==> config.mk <==
export PLATFORM = sky130hd
export DESIGN_NAME = smg_scan_ctrl
export DESIGN_NICKNAME = d
export VERILOG_FILES = /design/src/rtl/smg_pkg.sv /design/src/rtl/smg_seg_decode.sv /design/src/rtl/smg_scan_ctrl.sv
export SDC_FILE = /design/constraint.sdc
export NUM_CORES = 1
export LEC_CHECK = 0
export CORE_AREA = 2 2 97 99
export DETAILED_ROUTE_END_ITERATION = 7
export DIE_AREA = 0 0 99 101
export GPL_TIMING_DRIVEN = 1
export SLEW_MARGIN = 40
export SYNTH_ARGS = -nofsm -noshare
export SYNTH_HDL_FRONTEND = slang
export SYNTH_SLANG_ARGS = --single-unit
==> constraint.sdc <==
create_clock -name clk -period 2.7 [get_ports clk]
set_clock_uncertainty 0.05 [all_clocks]
set_input_delay 0.54 -clock clk [delete_from_list [all_inputs] [get_ports clk]]
set_output_delay 0.54 -clock clk [all_outputs]
set_load 0.1 [all_outputs]
==> src/rtl/smg_pkg.sv <==
// Shared constants and types for the seven-segment scan controller.
// Segment patterns are active-high, bit order {dp,g,f,e,d,c,b,a}.
package smg_pkg;

    localparam int DIGIT_W = 4;
    localparam int DOUT_W  = 16;

    localparam logic [7:0] SEG_0    = 8'h3F;
    localparam logic [7:0] SEG_1    = 8'h06;
    localparam logic [7:0] SEG_2    = 8'h5B;
    localparam logic [7:0] SEG_3    = 8'h4F;
    localparam logic [7:0] SEG_4    = 8'h66;
    localparam logic [7:0] SEG_5    = 8'h6D;
    localparam logic [7:0] SEG_6    = 8'h7D;
    localparam logic [7:0] SEG_7    = 8'h07;
    localparam logic [7:0] SEG_8    = 8'h7F;
    localparam logic [7:0] SEG_9    = 8'h6F;
    localparam logic [7:0] SEG_DASH = 8'h40;
    localparam logic [7:0] SEG_OFF  = 8'h00;

    typedef enum logic [1:0] {
        IDLE = 2'd0,
        LOAD = 2'd1,
        SEND = 2'd2
    } state_t;

endpackage

==> src/rtl/smg_seg_decode.sv <==
// BCD digit to active-high seven-segment pattern.
// Ports:
//   digit - 4-bit code; 10..15 show a dash
//   dp    - decimal point, drives seg[7]
//   blank - forces seg[6:0] off (dp unaffected)
//   seg   - {dp,g,f,e,d,c,b,a}, 1 = lit
module smg_seg_decode
    import smg_pkg::*;
(
    input  logic [DIGIT_W-1:0] digit,
    input  logic               dp,
    input  logic               blank,
    output logic [7:0]         seg
);

    logic [7:0] seg_num;

    always_comb begin
        seg_num = SEG_OFF;
        case (digit)
            4'd0:    seg_num = SEG_0;
            4'd1:    seg_num = SEG_1;
            4'd2:    seg_num = SEG_2;
            4'd3:    seg_num = SEG_3;
            4'd4:    seg_num = SEG_4;
            4'd5:    seg_num = SEG_5;
            4'd6:    seg_num = SEG_6;
            4'd7:    seg_num = SEG_7;
            4'd8:    seg_num = SEG_8;
            4'd9:    seg_num = SEG_9;
            default: seg_num = SEG_DASH;
        endcase
        seg = {dp, blank ? 7'b0 : seg_num[6:0]};
    end

endmodule

==> src/rtl/smg_scan_ctrl.sv <==
// Multi-digit seven-segment scan controller feeding a 74HC595 serializer.
// One {sel, seg} word is produced per scan slot over a valid/ready handshake.
// Ports:
//   clk, rst          - system clock, synchronous active-high reset
//   en                - scan enable (slot timer held at 0 when low)
//   bcd_in, dp_in     - packed digits (digit 0 rightmost) and decimal points
//   blank_lz          - blank leading zeros
//   dout, dout_vld    - {sel[7:0], seg[7:0]} word and its valid
//   dout_rdy          - serializer accepts the word
//   overrun           - one-cycle pulse when a slot tick is dropped
//
// state | meaning
// IDLE  | waiting for a slot tick
// LOAD  | decoding the current digit into dout
// SEND  | dout_vld high, waiting for dout_rdy
module smg_scan_ctrl
    import smg_pkg::*;
#(
    parameter int DIGITS         = 6,
    parameter int SCAN_CNT       = 50000,
    parameter bit SEG_ACTIVE_LOW = 1'b1
) (
    input  logic                    clk,
    input  logic                    rst,
    input  logic                    en,
    input  logic [4*DIGITS-1:0]     bcd_in,
    input  logic [DIGITS-1:0]       dp_in,
    input  logic                    blank_lz,
    output logic [DOUT_W-1:0]       dout,
    output logic                    dout_vld,
    input  logic                    dout_rdy,
    output logic                    overrun
);

    localparam int TMR_W = (SCAN_CNT > 1) ? $clog2(SCAN_CNT) : 1;
    localparam int IDX_W = (DIGITS > 1) ? $clog2(DIGITS) : 1;
    localparam logic [TMR_W-1:0]  TMR_LAST  = TMR_W'(SCAN_CNT - 1);
    localparam logic [IDX_W-1:0]  IDX_LAST  = IDX_W'(DIGITS - 1);
    localparam logic [DOUT_W-1:0] DOUT_IDLE = {DOUT_W{SEG_ACTIVE_LOW}};

    state_t                 state;
    logic [TMR_W-1:0]       timer;
    logic [IDX_W-1:0]       idx;
    logic [IDX_W-1:0]       idx_next;
    logic                   tick;
    logic                   hs;
    logic                   take_snap;
    logic [4*DIGITS-1:0]    bcd_s;
    logic [DIGITS-1:0]      dp_s;
    logic                   blz_s;
    logic [DIGITS-1:0]      lz_mask;
    logic                   zero_above;
    logic [DIGIT_W-1:0]     digit_cur;
    logic [7:0]             seg_dec;
    logic [7:0]             sel_raw;
    logic [DOUT_W-1:0]      word_raw;

    assign tick     = en && (timer == TMR_LAST);
    assign hs       = (state == SEND) && dout_vld && dout_rdy;
    assign idx_next = (idx == IDX_LAST) ? '0 : idx + 1'b1;

    // Snapshot only when a tick is actually taken for digit 0, so a dropped
    // tick can never refresh the data halfway through a frame.
    assign take_snap = tick && (((state == IDLE) && (idx == '0)) ||
                                (hs && (idx_next == '0)));

    always_ff @(posedge clk) begin
        if (rst || !en) begin
            timer <= '0;
        end else if (timer == TMR_LAST) begin
            timer <= '0;
        end else begin
            timer <= timer + 1'b1;
        end
    end

    always_ff @(posedge clk) begin
        if (rst) begin
            bcd_s <= '0;
            dp_s  <= '0;
            blz_s <= 1'b0;
        end else if (take_snap) begin
            bcd_s <= bcd_in;
            dp_s  <= dp_in;
            blz_s <= blank_lz;
        end
    end

    // lz_mask[i] = digits DIGITS-1..i of the snapshot are all zero.
    always_comb begin
        zero_above = 1'b1;
        lz_mask    = '0;
        for (int i = DIGITS - 1; i >= 0; i--) begin
            zero_above = zero_above && (bcd_s[4*i +: 4] == 4'd0);
            lz_mask[i] = zero_above;
        end
        lz_mask[0] = 1'b0;
    end

    assign digit_cur = bcd_s[idx*DIGIT_W +: DIGIT_W];

    smg_seg_decode u_dec (
        .digit (digit_cur),
        .dp    (dp_s[idx]),
        .blank (blz_s && lz_mask[idx]),
        .seg   (seg_dec)
    );

    assign sel_raw  = 8'(1) << idx;
    assign word_raw = {sel_raw, seg_dec};

    always_ff @(posedge clk) begin
        if (rst) begin
            state    <= IDLE;
            idx      <= '0;
            dout     <= DOUT_IDLE;
            dout_vld <= 1'b0;
            overrun  <= 1'b0;
        end else begin
            overrun <= 1'b0;
            case (state)
                IDLE: begin
                    if (tick) state <= LOAD;
                end
                LOAD: begin
                    dout     <= SEG_ACTIVE_LOW ? ~word_raw : word_raw;
                    dout_vld <= 1'b1;
                    state    <= SEND;
                    if (tick) overrun <= 1'b1;
                end
                SEND: begin
                    if (hs) begin
                        dout_vld <= 1'b0;
                        idx      <= idx_next;
                        state    <= tick ? LOAD : IDLE;
                    end else if (tick) begin
                        overrun <= 1'b1;
                    end
                end
                default: state <= IDLE;
            endcase
        end
    end

endmodule

# Yosys cells after proc, flatten, opt, wreduce, memory -nomap -nowiden
# Memory sizes are Yosys's and may differ from the RTL's.
# Index checks and enable logic that the tools add are counted.
[totals] mem_count=1 romBits=112 out_inout_bits=18 word_cells=64 ff_bits=70
[classes] n_eq_ne=6 order_cmp=1 n_addsub=2 mux=15 n_bitwise=1 reduce_logical=27 n_shift=2
[memory_table] memory="(no name shown)" depth=16 word_bits=7 rd=1 rd_clocked_by_memory_dff=0 wr=0 line="smg_seg_decode.sv:20" source="case (digit)"
[ops] cell="$shiftx 24x6->4" count=1
[ops] cell="$logic_not 4->1" count=5
[ops] cell="$add 16x1->16 const B" count=1
[ops] cell="$eq 16x16->1 const B" count=1
[ops] cell="$not 16->16" count=1
[ops] cell="$logic_and 1x1->1" count=11
[ops] cell="$shl 1x3->8 const A" count=1
[ops] cell="$mux 7" count=1
[ops] cell="$bmux 1 s3" count=2
[ops] cell="$logic_not 3->1" count=2
[ops] cell="$mux 1" count=6
[ops] cell="$pmux 2 s3" count=1
[ops] cell="$reduce_and 2->1" count=3
[ops] cell="$lt 3x4->1 const B" count=1
[ops] cell="$mux 2" count=2
[ops] cell="$ne 2x2->1 const B" count=2
[ops] cell="$pmux 1 s2" count=2
[ops] cell="$add 3x1->3 const B" count=1
[ops] cell="$eq 3x3->1 const B" count=1
[ops] cell="$mux 3" count=1
[ops] cell="$eq 2x1->1 const B" count=1
[ops] cell="$eq 2x2->1 const B" count=1
[ops] cell="$logic_not 2->1" count=1
[ops] cell="$logic_or 1x1->1" count=2
[ops] cell="3 further kinds" count=3

# Longest topological paths before layout
[depth] depth_word=10 mapped_depth=11

# Modules after synthesis
# Synthesis repeated with hierarchy kept, for this count alone.
[hier_totals] cells_unflattened=422 hier_area_um2=3696.0
[by_module_without_submodules] module="smg_scan_ctrl" n_inst=1 area_each_um2=3473.3 cells_each=388 seq_area_each_um2=1401.3
[by_module_without_submodules] module="smg_seg_decode" n_inst=1 area_each_um2=222.7 cells_each=34 seq_area_each_um2=0.0

# Worst setup path after synthesis
# OpenSTA, ideal clock, no wires.
[synth_path] path_kind="register -> register" from="reg idx[1]" to="reg dout[0]" required_ns=2.576 setup_slack_ns=0.494 period_less_slack_ns=2.206 t_arrival_ns=2.081 path_stages_with_launch=9 path_cell_list="dfxtp_1 buf_2 clkbuf_1 mux4_2 a21oi_1 ha_1 o21ai_0 a211o_1 a31oi_1"
[synth_via] elab_chain_cells=5
[synth_lines] item="from (decl)" line="smg_scan_ctrl.sv:43" source="logic [IDX_W-1:0] idx;"
[synth_lines] item="from (signal assigned)" line="smg_scan_ctrl.sv:134" source="idx <= idx_next;"
[synth_lines] item="branches (longest 3 deep; another with $mem_v2 16x7)"
[synth_lines] item="$mux 7 (*)" line="smg_seg_decode.sv:33" source="seg = {dp, blank ? 7'b0 : seg_num[6:0]};"
[synth_lines] item="$not 16->16 (*)" line="smg_scan_ctrl.sv:126" source="dout <= SEG_ACTIVE_LOW ? ~word_raw : word_raw;"
[synth_lines] item="to (signal assigned)" line="smg_scan_ctrl.sv:126"
[synth_lines] item="to (decl)" line="smg_scan_ctrl.sv:29" source="output logic [DOUT_W-1:0] dout,"
# Mark *: on every way between the ends. The select of a mux whose other input is x is not followed.
# A chain may end at the register's enable or synchronous reset.

# Final worst setup path
# Same ends and word-level chain as after synthesis.

==> reports/qor.yml <==
rows: 35
synth_flop_cell: "dfxtp_1"
synth_edf_count: 0
cts_root_buf: "clkbuf_8"
netlist_instances: 348
syn_nets: 395
max_freq_mhz: 414
irDropWorstVdd_mv: 0.256
num_vias: 2615
die_w_microns: 99
min_period_ns: 2.42
relSlewSlack_pct: 59.4
powerDensity_mw_per_mm2: 590
p_leak_nw: 1.68
wl_met2_microns: 3140
multi_input_area_sq_mm: 0.00173
seq_area_frac_synth_pct: 43.0
diodes: 0
worstPathArrival_ns: 2.62
yosysTopAreaCellShare_pct: 43.0
drt-initial-drc-count: 100
antenna_found_initial: 0
cp-start-kind: "flop"
power.total_mw: 2.37
drive_above_1_share_pct: 11.1
clk_path_buf_depth: 2
dr.max_layer_used: "met4"
post-route-period-util_pct: 89.6
fill_cells: 886
setup_viol: 0
gr-total-overflow: 0
initial_core_util_pct: 36.3
synthArstFlopShare_pct: 0
ctsHoldBuffers: 0
grt_pass1_vias: 2472
cp_cell_sequence: "nand2b_1, o32a_1, o21ai_1, inv_1, ha_1, o21ai_0, a211o_1, a31oi_1"
cts_tree: "yes"
yosysMostFrequentCell: "dfxtp_1"
regArea_sq_mm: 0.00140
grtUsageTotal_pct: 15.0
dieHeight_microns: 101
required_ns: 2.91
coreArea_sq_mm: 0.00898
die-area_sq_mm: 0.0100
wl_met1_microns: 3640
rsz0062_at_grt: "no"
end_kind: "flop"
slew_violations: 0
area_growth_pct: 23.1
via_per_inst: 5.07
cts_max_level: 3
dpl.hpwl_microns: 5300
critPathKind: "reg -> reg"
wl_met3_microns: 270
hold_ws_ns: 0.414
io_buffers: 52
hp-class: "reg -> reg"
avgRoutedWirePerCell_microns: 13.9
place_congestion: 0.830
post_cts.repair.setup_buffers: 0
route.detailed.drc: 0
post_cts_resized: 0
cts.sinks: 70
cp_slowest_cell: "dfxtp_1"
synth_area_leader_cell: "dfxtp_1"
ys_types: 54
clk_latency_ns: 0.33
first_pass_iters: 4
hold_viol: 0
grt_pass1_wl_microns: 12000
antenna_left: 0
synth_top_cells_by_count: "70 x dfxtp_1, 68 x nor2_1, 41 x mux2i_1"
worst-path-max-fanout: 12
postRouteWirelength_microns: 7170
cts_made_buffers: 9
syn_avg_cell_area_sq_um: 9.37
slowest_delay_ns: 0.65
grt_max_degree: 38
cp_num_buf_inv: 1
fin_nets: 448
worst_slew_pin_slew_ns: 0.609
clkTransAtPathRegs_ns: 0.07
ioPinCount: 53
path_delay_family: "compound AO/OA/AOI/OAI gates"
fin_setup_tns_ns: 0
status: "complete, no violations"
cap_viol_max_count: 0
syn-cell-area_sq_mm: 0.00326
synth_seq_cells: 70
synth_warnings: 0
synthTopCellsByArea: "dfxtp_1 43%, mux2i_1 13%, nor2_1 7.8%"
[placed cells by master (no fill, tap or decap), drive strengths merged, types with 2 or more instances in the layout]
cell	n
a21oi	5
o32ai	2
nor2	68
o22ai	5
nor3	5
xor2	7
a211oi	2
a31oi	8
dfxtp	70
o211ai	3
clkbuf	14
o21a	2
nand2	19
nand4	4
a211o	2
a21boi	3
inv	10
clkdlybuf4s50	34
xnor2	8
or4b	2
nor4	5
mux2i	41
buf	25
ha	12
nand2b	4
nand3	13
mux4	2
and3	2
o21ai	10
[worst register-to-register path, stage by stage (launching register included)]
cell and delay, ns:
dfxtp_1 0.65, nand2b_1 0.38, o32a_1 0.21, o21ai_1 0.15
inv_1 0.16, ha_1 0.16, o21ai_0 0.09, a211o_1 0.32
a31oi_1 0.17
[path summary, 6_finish.rpt]
path                             from                    to  slack, ns  cells after the start
hold / removal    timer[0]$_SDFF_PP0_   timer[0]$_SDFF_PP0_       0.41                      1
setup / recovery  idx[1]$_SDFFE_PP0P_  dout[0]$_SDFFE_PP1P_       0.28                      8
hold reg to reg   timer[0]$_SDFF_PP0_   timer[0]$_SDFF_PP0_       0.41                      1
setup reg to reg  idx[1]$_SDFFE_PP0P_  dout[0]$_SDFFE_PP1P_       0.28                      8
[area by class of cell]
| cell class | instances | area share (%) |
|---|---|---|
| Inverter | 10 | 0.935 |
| Clock inverter | 1 | 0.125 |
| Timing Repair Buffer | 59 | 13.5 |
| Clock buffer | 14 | 4.05 |
| Sequential cell | 70 | 34.9 |
| Tap cell | 111 | 3.46 |
| Multi-Input combinational cell | 251 | 43.0 |
[registers in the layout, indices dropped and copies added (netlist names)]
name and cells:
blz_s 1, dp_s 6, dout_vld 1, overrun 1, bcd_s 24, state 2, dout 16, timer 16
idx 3
[per-stage QoR]
step           instance area (sq um)  std cells  setup slack, ns  util, %
4_1_cts                         4010        516            0.272     44.7
3_3_place_gp                    3850        501            0.360     42.8
3_5_place_dp                    3850        501            0.279     42.8
5_1_grt                         4010        516            0.108     44.7
6_report                        4010        516            0.282     44.7
2_1_floorplan                   3260        348            0.494        -
[kinds of logic after synthesis]
family	Yosys count	share of synthesized area (%)
compound gates	54	12.0
fa+ha+maj	12	4.60
mux	44	14.3
xor+xnor	15	4.03
flops	70	43.0
buf+inv	27	4.03
simple gates	126	18.1
[routing by layer]
layer	up-vias	GRT usage, %
met4	0	6.01
met2	47	23.2
li1	1340	-
met3	11	3.33
met5	-	0
met1	1217	20.3
[report_power, final]
| part | internal [mW] | switching, mW | total (mW) |
|---|---|---|---|
| Clock | 0.379 | 0.357 | 0.736 |
| Sequential | 1.08 | 0.0272 | 1.10 |
| Combinational | 0.146 | 0.383 | 0.529 |
| Total | 1.60 | 0.767 | 2.37 |
Note: power is estimated with default switching activity, not from simulation.
